File: config.mk
export PLATFORM = sky130hd
export DESIGN_NAME = fetch_stage
export DESIGN_NICKNAME = d
export VERILOG_FILES = /design/src/rtl/fetch_stage.sv
export SDC_FILE = /design/constraint.sdc
export NUM_CORES = 1
export LEC_CHECK = 0
export CAP_MARGIN = 15
export CORE_MARGIN = 3
export CORE_UTILIZATION = 40
export CTS_CLUSTER_DIAMETER = 40
export DETAILED_ROUTE_END_ITERATION = 7
export SYNTH_ARGS = -nofsm -noshare
export SYNTH_HDL_FRONTEND = slang
export SYNTH_SLANG_ARGS = --single-unit
File: constraint.sdc
create_clock -name clk -period 24.2 [get_ports clk]
set_input_delay 4.84 -clock clk [delete_from_list [all_inputs] [get_ports clk]]
set_output_delay 4.84 -clock clk [all_outputs]
set_load 0.02 [all_outputs]
File: src/rtl/fetch_stage.sv
// Instruction fetch stage: owns the PC, issues word fetches to instruction memory and
// buffers returned instructions with their PCs for decode; redirects discard in-flight fetches.
module fetch_stage #(
  parameter logic [31:0] RESET_PC        = 32'h0000_0000,
  parameter int          FIFO_DEPTH      = 3,
  parameter int          MAX_OUTSTANDING = 2
) (
  input  logic        clk,
  input  logic        rst,
  output logic        imem_req_valid,
  input  logic        imem_req_ready,
  output logic [31:0] imem_req_addr,
  input  logic        imem_rsp_valid,
  input  logic [31:0] imem_rsp_data,
  input  logic        redirect_valid,
  input  logic [31:0] redirect_pc,
  output logic        id_valid,
  input  logic        id_ready,
  output logic [31:0] id_instr,
  output logic [31:0] id_pc,
  output logic [31:0] id_pc_plus4
);

  localparam int CW = $clog2(FIFO_DEPTH + MAX_OUTSTANDING + 1);
  localparam int QW = (MAX_OUTSTANDING > 1) ? $clog2(MAX_OUTSTANDING) : 1;
  localparam int FW = $clog2(FIFO_DEPTH);

  logic [31:0]   r_pc;
  logic [CW-1:0] r_live;
  logic [CW-1:0] r_drop;
  logic [CW-1:0] r_fcnt;
  logic [QW-1:0] r_pq_wr;
  logic [QW-1:0] r_pq_rd;
  logic [FW-1:0] r_f_wr;
  logic [FW-1:0] r_f_rd;
  logic [31:0]   r_pq_pc   [MAX_OUTSTANDING];
  logic [31:0]   r_f_pc    [FIFO_DEPTH];
  logic [31:0]   r_f_instr [FIFO_DEPTH];

  logic [CW:0]   w_inflight;
  logic [CW:0]   w_occupied;
  logic          w_req_valid;
  logic          w_req_fire;
  logic          w_rsp_any;
  logic          w_rsp_drop;
  logic          w_rsp_live;
  logic          w_f_push;
  logic          w_id_fire;
  logic          w_unused_ok;

  function automatic logic [QW-1:0] pq_inc(input logic [QW-1:0] p);
    return (p == QW'(MAX_OUTSTANDING - 1)) ? '0 : p + 1'b1;
  endfunction

  function automatic logic [FW-1:0] f_inc(input logic [FW-1:0] p);
    return (p == FW'(FIFO_DEPTH - 1)) ? '0 : p + 1'b1;
  endfunction

  // Issue depends only on registered counts so a live response always has a FIFO slot.
  assign w_inflight  = {1'b0, r_live} + {1'b0, r_drop};
  assign w_occupied  = {1'b0, r_live} + {1'b0, r_fcnt};
  assign w_req_valid = !rst && !redirect_valid
                       && (w_inflight < (CW+1)'(MAX_OUTSTANDING))
                       && (w_occupied < (CW+1)'(FIFO_DEPTH));
  assign w_req_fire  = w_req_valid && imem_req_ready;
  assign w_rsp_any   = imem_rsp_valid && ((r_drop != '0) || (r_live != '0));
  assign w_rsp_drop  = imem_rsp_valid && (r_drop != '0);
  assign w_rsp_live  = imem_rsp_valid && (r_drop == '0) && (r_live != '0);
  assign w_f_push    = w_rsp_live && !redirect_valid;
  assign w_id_fire   = (r_fcnt != '0) && id_ready;
  assign w_unused_ok = &{1'b0, redirect_pc[1:0]};

  assign imem_req_valid = w_req_valid;
  assign imem_req_addr  = r_pc;
  assign id_valid       = (r_fcnt != '0);
  assign id_pc          = id_valid ? r_f_pc[r_f_rd] : 32'h0;
  assign id_instr       = id_valid ? r_f_instr[r_f_rd] : 32'h0;
  assign id_pc_plus4    = id_pc + 32'd4;

  always_ff @(posedge clk or posedge rst) begin
    if (rst) begin
      r_pc    <= RESET_PC;
      r_live  <= '0;
      r_drop  <= '0;
      r_fcnt  <= '0;
      r_pq_wr <= '0;
      r_pq_rd <= '0;
      r_f_wr  <= '0;
      r_f_rd  <= '0;
    end else if (redirect_valid) begin
      // Every live fetch becomes a drop, less the one whose response lands this cycle.
      r_pc    <= {redirect_pc[31:2], 2'b00};
      r_drop  <= r_drop + r_live - CW'(w_rsp_any);
      r_live  <= '0;
      r_fcnt  <= '0;
      r_pq_wr <= '0;
      r_pq_rd <= '0;
      r_f_wr  <= '0;
      r_f_rd  <= '0;
    end else begin
      if (w_req_fire) begin
        r_pc    <= r_pc + 32'd4;
        r_pq_wr <= pq_inc(r_pq_wr);
      end
      if (w_rsp_live) begin
        r_pq_rd <= pq_inc(r_pq_rd);
        r_f_wr  <= f_inc(r_f_wr);
      end
      if (w_id_fire) begin
        r_f_rd <= f_inc(r_f_rd);
      end
      r_live <= r_live + CW'(w_req_fire) - CW'(w_rsp_live);
      r_drop <= r_drop - CW'(w_rsp_drop);
      r_fcnt <= r_fcnt + CW'(w_rsp_live) - CW'(w_id_fire);
    end
  end

  always_ff @(posedge clk) begin
    if (w_req_fire) begin
      r_pq_pc[r_pq_wr] <= r_pc;
    end
    if (w_f_push) begin
      r_f_pc[r_f_wr]    <= r_pq_pc[r_pq_rd];
      r_f_instr[r_f_wr] <= imem_rsp_data;
    end
  end

endmodule

==> results of run 1 <==
## worst max path at each step
stage / start / to / slack (ns)
floorplan: redirect_valid / r_f_instr[2][0] / 11.85
finish: redirect_valid / imem_req_valid / 12.63
detailed placement: redirect_valid / imem_req_valid / 12.61
global route: redirect_valid / imem_req_valid / 12.50
global placement: redirect_valid / imem_req_valid / 12.61
CTS: redirect_valid / imem_req_valid / 12.60
## cell families after synthesis
kind of cell               Yosys count  share of synthesized area
AOI/OAI and AO/OA                  107                     0.0526
adders and majority gates           21                     0.0231
muxes                              113                     0.0932
buffers and inverters               81                     0.0293
DFF                                291                      0.654
other                                1                   0.000288
xor gates and xnor gates            49                     0.0330
and+or+nand+nor                    287                      0.114
## registers in the layout, indices dropped and copies added, names as in the netlist, 2 cells and up
signal	flops
r_fcnt	3
r_drop	3
r_f_rd	2
r_f_wr	2
imem_req_addr	30
r_live	3
r_pq_pc	60
r_f_pc	90
r_f_instr	96
## area by class of cell
| type | count | area (sq um) | area share |
|---|---|---|---|
| flip-flops and latches | 291 | 8520 | 0.511 |
| multi-input cells | 583 | 4170 | 0.250 |
| repair buffers | 203 | 2000 | 0.120 |
| clock buffers | 43 | 991 | 0.0595 |
| well taps | 435 | 544 | 0.0327 |
| clock inverters | 22 | 333 | 0.0200 |
| inverters | 31 | 116 | 0.00698 |
## cells in the final DEF (no fill, tap or decap), types with 22 or more instances in the layout
cell type        instances
edfxtp_1               246
clkdlybuf4s50_1        190
nor2_1                 115
mux2i_1                 56
nand2_1                 51
mux2_2                  47
dfrtp_1                 43
a21oi_1                 41
clkbuf_16               39
inv_1                   27
xor2_1                  25
nor3_1                  24
xnor2_1                 24
o21ai_0                 22
## stage by stage
stage	hold WS, ns	power (uW)	worst slack [ns]
after floorplan	0.524	915	11.85
after global placement	0.526	1150	12.61
after detailed placement	0.530	1150	12.61
after CTS	0.546	1740	12.60
after global routing	0.600	1800	12.50
final	0.541	1710	12.63
## routing by layer
metal,wire (um),global-route usage,up-vias,share of wire
li1,-,-,3878,-
met1,13800,0.237,3860,0.49
met2,12700,0.252,196,0.45
met3,1410,0.0316,38,0.049
met4,510,0.0416,0,0.018
met5,0,0,-,0
## critical path, delay by kind of cell
| family | cells | cell delay, ns |
|---|---|---|
| simple gates | 2 | 0.63 |
| buf+inv | 3 | 1.03 |
| compound gates | 1 | 0.22 |
## cell usage after synthesis (all sizes together) (14+ instances only)
master / instances / share of area
nand2: 51 / 0.015
edfxtp: 246 / 0.57
buf: 36 / 0.016
nor2: 117 / 0.034
dfrtp: 45 / 0.087
nand3: 18 / 0.0069
ha: 16 / 0.015
xnor2: 24 / 0.016
mux2: 56 / 0.049
a21oi: 41 / 0.016
nor3: 25 / 0.010
o21ai: 27 / 0.010
mux2i: 57 / 0.044
xor2: 25 / 0.017
clkbuf: 14 / 0.0040
inv: 31 / 0.0089
## power by group through the flow
stage | clock network [uW] | registers, uW | logic [uW]
CTS | 591 | 588 | 559
global route | 615 | 590 | 595
finish | 577 | 587 | 550
detailed placement | 0 | 598 | 556
floorplan | 0 | 588 | 327
global placement | 0 | 597 | 554
==> results.md, run 1 <==
* Status: complete, no violations
* All-Layer GR Usage at 0.163
* Initial antenna violation count at 0
* VDD IR max at slightly below 0.06 mV
* GRT overflow at 0
* Flop pwr share at 0.343
* Worst Path Arrival at slightly below 7 ns
* Placed cell count at about 1500
* Worst flop-to-flop path endpoint: r_live[2]
* H-tree depth reported by CTS at 2
* Reg2reg start: r_live[1]
* CP required at 19.36 ns
* CTS Root Cell: clkbuf_16
* Routed vias/inst at between 4 and 5
* Routed Antenna Nets at 0
* # clock sinks at approximately 290
* R2r worst-path depth at 14
* Synth Area per Inst at ~14 sq um
* Predominant post-synthesis flop cell: edfxtp_1
* Final Hold Fails at 0
* Initial Utilization at 0.409
* Post-placement cell area at ~15000 sq um
* Yosys reg bits at between 200 and 300
* TritonCTS buffer count at 37
* Final wirelength at 28.5 mm
* Core area at 31800 sq um
* Largest net degree at the start of global routing at 97
* Vias post-DR at 7972
* Number of synthesized flops with an enable pin at around 250
* Clock buffer depth at 3
* Int Power at about 1200 uW
* HPWL Detailed at between 15 and 20 mm
* NetSw at roughly 550 uW
* Hold_sp: r_pq_rd
* Worst min path class: register to register
* Vias in the first global route at around 8000
* 1st-iter DRT viols at approximately 380
* IO Port Bufs at approximately 190
* Layout cell share with drive strength beyond 1 at 0.129
* Hold path depth at 2
* Register area share after synthesis at 0.654
* Power Dens Cells at 103 nW/um^2
* Yosys warning total at 0
* Die area at ~35000 sq um
* Resized Gates After CTS at 0
* Post-Syn Area at around 13000 sq um
* CTS tree: built
* Setup repair bufs after CTS at 0
* Switching Fraction at 0.320
* CP Launch Type: input port
* Slew margin rel. at 0.319
* GP Congestion at 0.780
* Setup TNS at 0 ns
* Layout area overhead at 28.1%
* Least-Margin Pin Slew at around 1.0 ns
* # rows at 65
* Die X at about 190 um
* Nets at 1238
* DRC at 0
* Critical path peak fanout at 67
* Post-CTS Hold Fix Bufs at 0
* Critical-path cell list: buf_2, buf_4, or3_1, a2111oi_2, and2_1, clkdlybuf4s50_1
* Unrepaired setup endpoints after global routing: no
* DRT Pass-1 Iters at 5
* Hold EP: r_pq_rd
* Routed wire per std cell at between 15 and 20 um
* Logic gate share of total power at 0.321
* Critical path class: input port to output pin
* Worst-Skew Late Latency at approximately 0.52 ns
* Cell variety after synth at between 60 and 70
* Endpoint class of the critical path: output pin
* Final period util at 0.478
* Clock-pin slew on the worst setup and hold paths at roughly 0.050 ns
* I/O pins at 200
* Final min period at roughly 12 ns
* Clock Power Share at 0.337
* Crit-path slowest cell: clkdlybuf4s50_1
* Fin. max-slew vios at 0
* Synth async-reset ratio at 0.155
* LEAKAGE at ~0.0059 uW
* Non-Filler Instances at around 1600
* First-pass GRT wire length at 45.6 mm
* Final core utilization at 0.524
* R2R setup slack at between 20 and 25 ns
* Setup-failing EPs final at 0
* Clock Skew at around 0.018 ns
* # diodes at 0
* # fillers at 2724
* Die H at between 150 and 200 um
* Fmax at 86.4 MHz
* CP peak stage delay at ~0.60 ns
* Max-cap violations at 0
* Synth Instances at 950
* Final instance area at about 17000 sq um
Note: power is estimated with default switching activity, not from simulation.
==> run 2, diff against run 1 <==
==> constraint.sdc (replaced) <==
create_clock -name clk -period 9.5 [get_ports clk]
set_input_delay 1.9 -clock clk [delete_from_list [all_inputs] [get_ports clk]]
set_output_delay 1.9 -clock clk [all_outputs]
set_load 0.02 [all_outputs]
==> results.md, run 2 (same netlist as run 1, synthesis figures left out) <==
* Clock buffer depth at 3 (unchanged)
* Power Dens Cells at 261 nW/um^2 (was 103 nW/um^2)
* Routing usage on met1 at 0.236 (was 0.237)
* GP Congestion at 0.795 (was 0.780)
* Worst Path Arrival at 4.62 ns (was 6.73 ns)
* R2r worst-path depth at 14 (unchanged)
* Met2 Use GR at 0.249 (was 0.252)
* Layout cell share with drive strength beyond 1 at 0.136 (was 0.129)
* Worst flop-to-flop path endpoint: r_live[2] (unchanged)
* CP Launch Type: register (was input port)
* Max-cap violations at 0 (unchanged)
* # clock sinks at 291 (unchanged)
* # diodes at 0 (unchanged)
* CTS Root Cell: clkbuf_16 (unchanged)
* Slew margin rel. at 0.317 (was 0.319)
* GRT overflow at 0 (unchanged)
* Final wirelength at 28.3 mm (was 28.5 mm)
* First-pass GRT wire length at 45.2 mm (was 45.6 mm)
* Critical path class: register to output pin (was input port to output pin)
* Final Hold Fails at 0 (unchanged)
* Die H at 186 um (unchanged)
* Hold_sp: r_pq_rd (unchanged)
* Clock-pin slew on the worst setup and hold paths at 0.05 ns (about the same)
* HPWL Detailed at 18.1 mm (was 17.9 mm)
* Reg2reg start: r_live[1] (unchanged)
* Nets at 1242 (was 1238)
* Max FFs per register at 96 (unchanged)
* Die area at 34700 sq um (unchanged)
* Worst min path class: register to register (unchanged)
* # fillers at 2674 (was 2724)
* Most frequent cells in the layout: 246 x edfxtp_1, 190 x clkdlybuf4s50_1, 115 x nor2_1, 56 x mux2i_1, 51 x nand2_1 (unchanged)
* Hold EP: r_pq_rd (unchanged)
* Worst-Skew Late Latency at 0.52 ns (about the same)
* VDD IR max at 0.125 mV (was 0.0596 mV)
* Setup-failing EPs final at 0 (unchanged)
* Setup repair bufs after CTS at 0 (unchanged)
* TritonCTS buffer count at 40 (was 37)
* Routed vias/inst at 5.01 (was 4.96)
* Met3 Use GR at 0.0333 (was 0.0316)
* Critical path peak fanout at 48 (was 67)
* LEAKAGE at 0.00596 uW (was 0.00593 uW)
* CTS tree: built (unchanged)
* Layout area overhead at 28.3% (was 28.1%)
* H-tree depth reported by CTS at 2 (unchanged)
* Resized Gates After CTS at 0 (unchanged)
* Endpoint class of the critical path: output pin (unchanged)
* Die X at 186 um (unchanged)
* Setup TNS at 0 ns (unchanged)
* Final min period at ~6.5 ns
* Core area at 31800 sq um (unchanged)
* Commonest non-fill, non-tap cell in the layout: edfxtp_1 (unchanged)
* Unrepaired setup endpoints after global routing: no (unchanged)
* IO Port Bufs at 191 (unchanged)
* Least-Margin Pin Slew at 1.02 ns (about the same)
* # rows at 65 (unchanged)
* All-Layer GR Usage at 0.161 (was 0.163)
* Vias in the first global route at 8092 (was 8098)
* Initial Utilization at 0.409 (unchanged)
* Clock Skew at 0.0111 ns (was 0.0181 ns)
* Largest net degree at the start of global routing at 68 (was 97)
* Design Power at 4360 uW (was 1710 uW)
* R2R setup slack at 5.55 ns (was 20.32 ns)
* Routed wire per std cell at 17.5 um (was 17.7 um)
* DRC at 0 (unchanged)
* Fin. max-slew vios at 0 (unchanged)
* DRT Pass-1 Iters at 5 (unchanged)
* Most used routing layer: met2 (unchanged)
* Hold_ws at 0.546 ns (was 0.541 ns)
* CP peak stage delay at 0.94 ns (was 0.60 ns)
* Biggest register: r_f_instr (unchanged)
* Hold path depth at 2 (unchanged)
* Fmax at between 150 and 200 MHz
* Crit-path slowest cell: dfrtp_2 (was clkdlybuf4s50_1)
* I/O pins at 200 (unchanged)
* Status: complete, no violations (unchanged)
* Routed Antenna Nets at 0 (unchanged)
* Vias post-DR at 8100 (was 7972)
* 1st-iter DRT viols at 396 (was 379)
* Critical-path cell list: inv_2, mux2i_1, or2_2, inv_1, ha_1, o211a_1, nand4_1, nor4_2, xor2_1, clkdlybuf4s50_1 (was buf_2, buf_4, or3_1, a2111oi_2, and2_1, clkdlybuf4s50_1)
* Initial antenna violation count at 0 (unchanged)
* Registers with the most flip-flops: r_f_instr: 96 flops, r_f_pc: 90 flops, r_pq_pc: 60 flops (unchanged)
* CP required at 7.60 ns (was 19.36 ns)
* Final period util at 0.686
* Post-CTS Hold Fix Bufs at 0 (unchanged)
-- run 2: worst max-delay path, delay by kind of cell, from the launching register on --
family,cells,cell delay (ns)
AOI/OAI and AO/OA,1,0.26
xor gates and xnor gates,1,0.19
adders and majority gates,1,0.22
buffers and inverters,3,1.26
DFF,1,0.94
muxes,1,0.31
and+or+nand+nor,3,0.91
-- run 2: worst max-delay path by stage --
stage | cells after the start | from | slack [ns] | endpoint
global route | 10 | r_f_rd[1] | 2.66 | id_pc_plus4[30]
CTS | 10 | r_f_rd[1] | 2.94 | id_pc_plus4[18]
finish | 10 | r_f_rd[1] | 2.98 | id_pc_plus4[30]
detailed placement | 10 | r_f_rd[1] | 3.49 | id_pc_plus4[30]
floorplan | 3 | redirect_valid | 0.09 | r_f_instr[2][0]
global placement | 10 | r_f_rd[1] | 3.51 | id_pc_plus4[18]
-- run 2: through the flow --
step | std cells | util | area [sq um] | worst slack, ns
final | 1617 | 0.525 | 16700 | 2.98
after global routing | 1617 | 0.525 | 16700 | 2.66
after CTS | 1617 | 0.525 | 16700 | 2.94
after detailed placement | 1544 | 0.483 | 15400 | 3.49
after global placement | 1544 | 0.483 | 15400 | 3.51
after floorplan | 955 | - | 13000 | 0.0908
-- run 2: where the power goes --
group	leakage (uW)	internal (uW)	switching, uW
combinational	0.00253	622	787
sequential	0.00277	1430	65.6
clock	0.000658	894	566
total	0.00596	2940	1420
-- run 2: area by class of cell --
cell class              instances  area [sq um]  area share
clock buffers                  45          1040      0.0623
inverters                      31           116     0.00697
well taps                     435           544      0.0326
flip-flops and latches        291          8520       0.510
multi-input cells             583          4170       0.250
clock inverters                28           305      0.0183
repair buffers                204          2000       0.120
-- run 2: layer usage --
metal	wire [um]	share of wire	vias to the layer above
li1	-	-	3884
met1	13700	0.48	3957
met2	12700	0.45	230
met3	1520	0.054	29
met4	369	0.013	0
met5	0	0	-
==> run 3, diff against run 2 <==
==> constraint.sdc (replaced) <==
create_clock -name clk -period 5.6 [get_ports clk]
set_input_delay 1.12 -clock clk [delete_from_list [all_inputs] [get_ports clk]]
set_output_delay 1.12 -clock clk [all_outputs]
set_load 0.02 [all_outputs]
==> results.md, run 3 (same netlist as run 1, synthesis figures left out) <==
* Initial Utilization at 0.409 (unchanged)
* Critical path peak fanout at 38 (was 48)
* Clock buffer depth at 3 (unchanged)
* CP Launch Type: register (unchanged)
* CP required at 4.48 ns (was 7.60 ns)
* GRT overflow at 0 (unchanged)
* First-pass GRT wire length at 45.6 mm (was 45.2 mm)
* Power Dens Cells at 444 nW/um^2 (was 261 nW/um^2)
* Commonest non-fill, non-tap cell in the layout: edfxtp_1 (unchanged)
* Slew margin rel. at 0.329 (was 0.317)
* Least-Margin Pin Slew at 1.00 ns (was 1.02 ns)
* Biggest register: r_f_instr (unchanged)
* All-Layer GR Usage at 0.163 (was 0.161)
* Worst-Skew Late Latency at 0.52 ns (about the same)
* DRT Pass-1 Iters at 4 (was 5)
* HPWL Detailed at 18.9 mm (was 18.1 mm)
* Critical-path cell list: mux2_2, mux2i_1, or2_2, inv_1, ha_1, o211a_1, nand4_1, nor4_2, xor2_1, clkdlybuf4s50_1 (was inv_2, mux2i_1, or2_2, inv_1, ha_1, o211a_1, nand4_1, nor4_2, xor2_1, clkdlybuf4s50_1)
* Nets at 1244 (was 1242)
* Hold EP: r_pq_pc[1][13] (was r_pq_rd)
* Max FFs per register at 96 (unchanged)
* Worst min path class: register to register (unchanged)
* Layout cell share with drive strength beyond 1 at 0.134 (was 0.136)
* Vias post-DR at 8038 (was 8100)
* CTS tree: built (unchanged)
* Clock-pin slew on the worst setup and hold paths at 0.06 ns (was 0.05 ns)
* 1st-iter DRT viols at 422 (was 396)
* Max-cap violations at 0 (unchanged)
* # rows at 65 (unchanged)
* Setup TNS at 0 ns (unchanged)
* Clock Skew at 0.0168 ns (was 0.0111 ns)
* CTS Root Cell: clkbuf_16 (unchanged)
* Most frequent cells in the layout: 246 x edfxtp_1, 190 x clkdlybuf4s50_1, 115 x nor2_1, 56 x mux2i_1, 51 x nand2_1 (unchanged)
* Routed Antenna Nets at 0 (unchanged)
* Post-CTS Hold Fix Bufs at 0 (unchanged)
* Core area at 31800 sq um (unchanged)
* Final period util at 0.921
* Final core utilization at 0.526 (was 0.525)
* GP Congestion at 0.801 (was 0.795)
* VDD IR max at 0.281 mV (was 0.125 mV)
* Hold path depth at 0 (was 2)
* Final Hold Fails at 0 (unchanged)
* CP peak stage delay at 0.82 ns (was 0.94 ns)
* R2R setup slack at 2.03 ns (was 5.55 ns)
* CP delay by family, top: simple AND/OR/NAND/NOR gates (was buffers and inverters)
* # diodes at 0 (unchanged)
* IO Port Bufs at 191 (unchanged)
* Endpoint class of the critical path: output pin (unchanged)
* Setup-failing EPs final at 0 (unchanged)
* Die X at 186 um (unchanged)
* Setup repair bufs after CTS at 0 (unchanged)
* Unrepaired setup endpoints after global routing: no (unchanged)
* Reg2reg start: r_live[1] (unchanged)
* Die H at 186 um (unchanged)
* # clock sinks at 291 (unchanged)
* DRC at 0 (unchanged)
* Status: complete, no violations (unchanged)
* Fmax at around 190 MHz
* Final wirelength at 28.8 mm (was 28.3 mm)
* LEAKAGE at 0.00596 uW (about the same)
* Resized Gates After CTS at 0 (unchanged)
* Sum of buffers and inverters on the critical path at 2 (was 3)
* I/O pins at 200 (unchanged)
* Vias in the first global route at 8295 (was 8092)
* Final min period at roughly 5.2 ns
* Layout area overhead at 28.6% (was 28.3%)
* Initial antenna violation count at 0 (unchanged)
* Worst Path Arrival at 4.04 ns (was 4.62 ns)
* Largest net degree at the start of global routing at 67 (was 68)
* Routed wire per std cell at 17.8 um (was 17.5 um)
* Registers with the most flip-flops: r_f_instr: 96 flops, r_f_pc: 90 flops, r_pq_pc: 60 flops (unchanged)
* Crit-path slowest cell: dfrtp_4 (was dfrtp_2)
* Routed vias/inst at 4.96 (was 5.01)
* TritonCTS buffer count at 39 (was 40)
* Hold_sp: imem_req_addr[13] (was r_pq_rd)
* Worst flop-to-flop path endpoint: r_live[2] (unchanged)
* R2r worst-path depth at 13 (was 14)
* Die area at 34700 sq um (unchanged)
* H-tree depth reported by CTS at 2 (unchanged)
* Critical path class: register to output pin (unchanged)
* Fin. max-slew vios at 0 (unchanged)
## run 3: through the flow
stage	total power (uW)	instances	hold slack, ns	instance area, sq um	worst slack, ns
floorplan	3950	955	0.524	13000	0.0912
global placement	4990	1547	0.543	15400	0.959
detailed placement	5000	1547	0.558	15400	0.964
CTS	7510	1619	0.570	16700	0.418
global route	7760	1619	0.607	16700	0.191
finish	7420	1619	0.574	16700	0.442
## run 3: report_power, final
part	switching, uW	leakage (uW)	internal (uW)
logic	1330	0.00254	1060
clock network	948	0.000638	1540
registers	128	0.00277	2420
total	2410	0.00596	5020
## run 3: area by class of cell
| type | count | area, sq um |
|---|---|---|
| multi-input combinational | 583 | 4180 |
| sequential | 291 | 8520 |
| fill | 2676 | 15100 |
| timing repair buffer | 207 | 2040 |
| clock buffer | 45 | 998 |
| inverter | 31 | 116 |
| clock inverter | 27 | 340 |
| tap | 435 | 544 |
## run 3: worst max-delay path by stage
stage                              start               to  slack [ns]  depth (start not counted)
final                          r_f_rd[0]  id_pc_plus4[30]        0.44                         10
after detailed placement       r_f_rd[0]  id_pc_plus4[18]        0.96                         10
after CTS                      r_f_rd[0]  id_pc_plus4[18]        0.42                         10
after floorplan           redirect_valid  r_f_instr[2][0]        0.09                          3
after global placement         r_f_rd[0]  id_pc_plus4[18]        0.96                         10
after global routing           r_f_rd[0]  id_pc_plus4[18]        0.19                         10
## run 3: worst reg2reg max path: stages (launching register included)
cell and delay [ns]:
dfrtp_1 0.48, inv_1 0.16, fa_1 0.45, a311o_1 0.34, a2111oi_2 0.44, and3_1 0.25
inv_2 0.17, ha_1 0.32, inv_1 0.06, ha_1 0.13, inv_1 0.05, fa_1 0.37
xnor2_1 0.16, nor2_1 0.06
## run 3: metal layers
layer | routed length [um] | up-vias | GRT usage
met5 | 0 | - | 0
met4 | 454 | 0 | 0.0395
met3 | 1400 | 37 | 0.0304
met2 | 13000 | 205 | 0.255
met1 | 13900 | 3915 | 0.237
li1 | - | 3881 | -
